--- src/rtl/trigger_pkg.sv ---
// Shared types and frame layout constants for the edge-count frame reader.
package trigger_pkg;

  typedef enum logic {
    IDLE = 1'b0,
    SEND = 1'b1
  } state_t;

  localparam int         FRAME_LEN    = 14;
  localparam logic [7:0] HDR_BYTE_DEF = 8'hA5;

  // Byte positions within the frame; each count occupies four bytes, MSB first.
  localparam logic [3:0] D1_IDX  = 4'd1;
  localparam logic [3:0] D2_IDX  = 4'd5;
  localparam logic [3:0] D3_IDX  = 4'd9;
  localparam logic [3:0] CHK_IDX = 4'd13;

  // XOR of the four bytes of one 32-bit count.
  function automatic logic [7:0] word_xor(input logic [31:0] w);
    return w[31:24] ^ w[23:16] ^ w[15:8] ^ w[7:0];
  endfunction

endpackage

--- src/rtl/edge_count_reader.sv ---
// Snapshots three edge-counter results on request and streams them as a
// 14-byte frame (header, d1, d2, d3 big-endian, XOR checksum) over a
// byte-wide valid/ready link.
//
// state | meaning
// IDLE  | waiting for rd_req; tx_valid low
// SEND  | presenting frame byte idx_q; advances on tx_valid && tx_ready
module edge_count_reader
  import trigger_pkg::*;
#(
  parameter int         COUNT_W  = 32,
  parameter logic [7:0] HDR_BYTE = HDR_BYTE_DEF
) (
  input  logic               clk,
  input  logic               rst,
  input  logic               rd_req,
  input  logic [COUNT_W-1:0] d1_count,
  input  logic [COUNT_W-1:0] d2_count,
  input  logic [COUNT_W-1:0] d3_count,
  output logic [7:0]         tx_data,
  output logic               tx_valid,
  input  logic               tx_ready,
  output logic               busy,
  output logic               done,
  output logic               req_drop
);

  state_t             state_q, state_d;
  logic [3:0]         idx_q;
  logic [3:0]         idx_nxt;
  logic [COUNT_W-1:0] snap_d1_q, snap_d2_q, snap_d3_q;
  logic [7:0]         chk_q;
  logic [7:0]         tx_data_q;
  logic [7:0]         nxt_byte;
  logic               done_q;
  logic               drop_q;

  logic accept;
  logic xfer;
  logic last_xfer;

  assign accept    = (state_q == IDLE) && rd_req;
  assign xfer      = (state_q == SEND) && tx_ready;
  assign last_xfer = xfer && (idx_q == CHK_IDX);
  assign idx_nxt   = idx_q + 4'd1;

  // State register.
  always_ff @(posedge clk) begin
    if (rst) state_q <= IDLE;
    else     state_q <= state_d;
  end

  // Next-state logic.
  always_comb begin
    state_d = state_q;
    case (state_q)
      IDLE:    if (rd_req)    state_d = SEND;
      SEND:    if (last_xfer) state_d = IDLE;
      default: state_d = IDLE;
    endcase
  end

  // Frame byte for the index that follows the one currently on the link.
  always_comb begin
    nxt_byte = 8'h00;
    case (idx_nxt)
      4'd1:    nxt_byte = snap_d1_q[31:24];
      4'd2:    nxt_byte = snap_d1_q[23:16];
      4'd3:    nxt_byte = snap_d1_q[15:8];
      4'd4:    nxt_byte = snap_d1_q[7:0];
      4'd5:    nxt_byte = snap_d2_q[31:24];
      4'd6:    nxt_byte = snap_d2_q[23:16];
      4'd7:    nxt_byte = snap_d2_q[15:8];
      4'd8:    nxt_byte = snap_d2_q[7:0];
      4'd9:    nxt_byte = snap_d3_q[31:24];
      4'd10:   nxt_byte = snap_d3_q[23:16];
      4'd11:   nxt_byte = snap_d3_q[15:8];
      4'd12:   nxt_byte = snap_d3_q[7:0];
      4'd13:   nxt_byte = chk_q;
      default: nxt_byte = 8'h00;
    endcase
  end

  // Snapshot, byte index, registered tx_data and the single-cycle pulses.
  // tx_data only moves on a handshake, so it holds while stalled.
  always_ff @(posedge clk) begin
    if (rst) begin
      idx_q     <= 4'd0;
      snap_d1_q <= '0;
      snap_d2_q <= '0;
      snap_d3_q <= '0;
      chk_q     <= 8'h00;
      tx_data_q <= 8'h00;
      done_q    <= 1'b0;
      drop_q    <= 1'b0;
    end else begin
      done_q <= last_xfer;
      drop_q <= rd_req && (state_q == SEND);
      if (accept) begin
        snap_d1_q <= d1_count;
        snap_d2_q <= d2_count;
        snap_d3_q <= d3_count;
        chk_q     <= word_xor(d1_count) ^ word_xor(d2_count) ^ word_xor(d3_count);
        idx_q     <= 4'd0;
        tx_data_q <= HDR_BYTE;
      end else if (xfer) begin
        if (idx_q == CHK_IDX) begin
          idx_q     <= 4'd0;
          tx_data_q <= 8'h00;
        end else begin
          idx_q     <= idx_nxt;
          tx_data_q <= nxt_byte;
        end
      end
    end
  end

  // Outputs decoded from registered state.
  always_comb begin
    tx_valid = (state_q == SEND);
    busy     = (state_q == SEND);
    tx_data  = tx_data_q;
    done     = done_q;
    req_drop = drop_q;
  end

endmodule
--- config.mk ---
export PLATFORM = sky130hd
export DESIGN_NAME = edge_count_reader
export DESIGN_NICKNAME = d
export VERILOG_FILES = /design/src/rtl/trigger_pkg.sv /design/src/rtl/edge_count_reader.sv
export SDC_FILE = /design/constraint.sdc
export NUM_CORES = 1
export LEC_CHECK = 0
export ABC_AREA = 1
export BUFFER_PORTS_ARGS = -buffer_cell sky130_fd_sc_hd__buf_4
export CORE_MARGIN = 2
export CORE_UTILIZATION = 56
export CTS_CLUSTER_SIZE = 28
export DETAILED_ROUTE_END_ITERATION = 12
export PLACE_DENSITY = 0.88
export SLEW_MARGIN = 20
export SYNTH_ARGS = -nofsm -noshare
export SYNTH_HDL_FRONTEND = slang
export SYNTH_SLANG_ARGS = --single-unit
--- constraint.sdc ---
create_clock -name clk -period 2.1 [get_ports clk]
set_clock_uncertainty 0.15 [all_clocks]
set_input_delay 0.63 -clock clk [delete_from_list [all_inputs] [get_ports clk]]
set_output_delay 0.63 -clock clk [all_outputs]
set_load 0.01 [all_outputs]
==> impl_results.md <==
- Status: completed
- I/O Pins: around 110
- Worst Max-Slew Pin Slew: around 0.48 ns
- Die Width: ~110 µm
- Sequential element share of the synthesized area: between 30% and 40%
- Routed wire length: roughly 17000 µm
- 1st-iter DRT viols: around 530
- Maxcap violations: 0
- Detailed Place HPWL: 12100 µm
- CTS H-tree lvls: 4
- Fin nets: between 1k and 1.5k
- TritonCTS buffer count: 17
- Sw Pwr: ~1.8 mW
- Crit path launch type: flip-flop
- Post-synth cell types: 21
- RD Place Congestion: 0.900
- Share of cells above drive strength 1: roughly 16%
- Wire length on met3: 1530 µm
- Logic pwr share: 17.0%
- Switching share of total power: between 20 and 30%
- CTS tree: built
- Met2 WL post-DR: ~8100 µm
- Synthesized flop and latch total: around 120
- First-pass DRT Iterations: 8
- Critical Path RT: 2.36 ns
- Root buffer cell: clkbuf_8
- Global-route wire length before repair: between 20000 and 30000 µm
- TNS Setup: 0 ns
- Syn Area/Cell: ~6.7 µm²
- Slew Viols, Final: 0
- # setup viols final: 0
- Final worst path period share: ~95%
- Vias: roughly 6.3k
- Critical path's top delay family: simple AND/OR/NAND/NOR gates
- Die Area: 11800 µm²
- Max_slew headroom: 67.8%
- DRC: 0
- Cells after Synth: a little over 900
- N_diodes: 0
- Clock latency on the worst-skew pair: 0.53 ns
- Core Util, Final: a little over 70%
- Reg2Reg Setup Slack: approximately 0.10 ns
- Leak: ~3.5 nW
- Clock slew at reported path FFs: around 0.060 ns
- CTS sink count: between 100 and 150
- GRT overflow: 0
- Core area: about 11000 µm²
- R2R Path Start: idx_q[1]
- Final Power: 6.45 mW
- Crit Path Max Fanout: 7
- Critical Path End Type: flip-flop
- R2R Path End: tx_data[0]
- Final hold violation count: 0
- P per Cell Area: 832 nW/µm²
- Starting density of the core: a little under three fifths
- Worst reg2reg path depth: 10
- Gr usage total: between 30% and 40%
- M1 WL: ~7200 µm
- Syn-to-layout area delta: 26.3%
- CP startpoint: idx_q[1]
- Max Fclk: between 0.5 and 0.6 GHz
- Syn Nets: 1022
- Unrepaired setup endpoints after global routing: false
- Worst path slowest cell: dfxtp_1
- Crit path buffers/inverters: 2
- Clk buf depth: 2
- Die height: about 110 µm
- Crit path cell chain: inv_1 > nand4_1 > buf_4 > nor2_1 > nor2_1 > nand2_1 > nor2_1 > nand2_1 > nand2_1 > a21oi_1
- Type of the worst setup path: flip-flop to flip-flop
- Largest net degree at the start of global routing: ~80
- Mapped Area: about 6100 µm²
- Vias in the first global route: about 5.9k
- Clock share of power: approximately 44%
- Crit path largest cell delay: about 0.45 ns
- Peak supply drop: roughly 0.43 mV
- Routed wire per std cell: between 10 and 15 µm
- Max layer used: met4
- Worst hold margin: 0.188 ns
- Yosys warns: 0
- PortBufs: about 110
- Reg power frac: around two fifths
- CP Depth: 10
- Rows: 38
- CP Data Arrival Time: roughly 2.3 ns
- Fin crit period: about 2.0 ns
- Hold Path Class: input port to flip-flop
- Remaining antenna violation count: 0
- Drt via density: roughly 5.3
- Antenna violations before repair: 0
- Worst Setup EP: tx_data[0]
- Internal power: 4.69 mW
-- flip-flops by register name, summed over array words and instances, names as in the netlist --
signal	count
req_drop	1
snap_d3_q	32
snap_d2_q	32
chk_q	8
snap_d1_q	32
busy	1
tx_data	8
idx_q	4
done	1
-- cells in the final DEF, fill, tap and decap left out --
| master | instances |
|---|---|
| clkbuf_16 | 16 |
| nand3_2 | 1 |
| nand2_2 | 2 |
| clkbuf_8 | 1 |
| clkbuf_1 | 2 |
| clkinv_4 | 4 |
| nand4_1 | 15 |
| buf_4 | 121 |
| and2_1 | 15 |
| buf_12 | 5 |
| inv_2 | 4 |
| dfxtp_1 | 119 |
| clkinvlp_4 | 2 |
| nor2_2 | 7 |
| a21oi_1 | 84 |
| inv_4 | 1 |
| bufinv_16 | 3 |
| nand2_1 | 129 |
| xor2_1 | 24 |
| o211ai_1 | 1 |
| nor2_1 | 221 |
| clkinv_1 | 1 |
| nand3_1 | 17 |
| clkinv_2 | 3 |
| xnor2_1 | 49 |
| inv_1 | 97 |
| o21ai_0 | 99 |
-- worst min path at each step --
stage                   from             to  cells past startpoint
2_1_floorplan  snap_d2_q[19]  snap_d2_q[19]                      2
3_3_place_gp   snap_d2_q[22]  snap_d2_q[22]                      2
3_5_place_dp   snap_d1_q[15]  snap_d1_q[15]                      2
4_1_cts          d3_count[0]   snap_d3_q[0]                      3
5_1_grt          d3_count[5]   snap_d3_q[5]                      3
6_report         d3_count[0]   snap_d3_q[0]                      3
-- per-layer routing --
layer	track usage, %	vias to the layer above
met5	0	-
met4	12.7	0
met3	6.63	40
met2	50.0	304
met1	37.6	2827
li1	-	3106
-- metrics by stage --
step	setup slack (ns)	cells	instance area, µm²
3_5_place_dp	0.144	1152	7170
4_1_cts	0.155	1183	7740
6_report	0.105	1183	7750
3_3_place_gp	0.179	1152	7170
5_1_grt	0.00304	1183	7750
2_1_floorplan	0.373	922	6130
-- cells by family after synthesis --
| logic type | after synthesis | share of synthesized area, % |
|---|---|---|
| XOR/XNOR | 73 | 10.4 |
| AO/OA/AOI/OAI | 184 | 15.1 |
| AND/OR/NAND/NOR | 407 | 26.9 |
| buffers and inverters | 139 | 8.75 |
| flip-flops | 119 | 38.8 |
-- what timing repair did --
action,4_1_cts,5_1_grt
endpoints found under the hold margin,0,0
setup endpoints to repair,0,1
gates resized for setup,0,1
buffers inserted,0,0
hold buffers,0,0
-- worst min-delay path, cell delays in order --
cell,delay (ns)
buf_4,0.09
nor2_1,0.04
nor2_1,0.08
-- Yosys cell counts --
cell type | instances | area [µm²]
nor2_1 | 222 | 833
nand2_1 | 129 | 484
dfxtp_1 | 119 | 2380
o21ai_0 | 99 | 495
inv_1 | 98 | 368
a21oi_1 | 84 | 420
xnor2_1 | 49 | 429
clkbuf_1 | 26 | 97.6
xor2_1 | 24 | 210
nand3_1 | 17 | 85.1
and2_1 | 15 | 93.8
nand4_1 | 15 | 93.8
buf_2 | 8 | 40.0
nor2_2 | 6 | 37.5
inv_2 | 4 | 15.0
nand2_2 | 2 | 12.5
buf_4 | 1 | 7.51
clkbuf_2 | 1 | 5.00
clkinv_1 | 1 | 3.75
nand3_2 | 1 | 10.0
o211ai_1 | 1 | 7.51
-- power by group through the flow --
stage | Sequential (mW) | Combinational (mW) | Clock [mW]
floorplan | 2.53 | 0.679 | 0
global placement | 2.53 | 1.04 | 0
detailed placement | 2.54 | 1.07 | 0
CTS | 2.50 | 1.08 | 2.84
global route | 2.51 | 1.22 | 2.94
finish | 2.50 | 1.09 | 2.86
-- final cells by class --
class | instances | area (µm²)
inverter | 103 | 389
sequential | 119 | 2380
clock buffer | 19 | 422
multi-input combinational | 664 | 3220
clock inverter | 12 | 155
fill | 852 | 3000
timing repair buffer | 126 | 1010
tap | 140 | 175
Power figures use the tool's default switching activity.
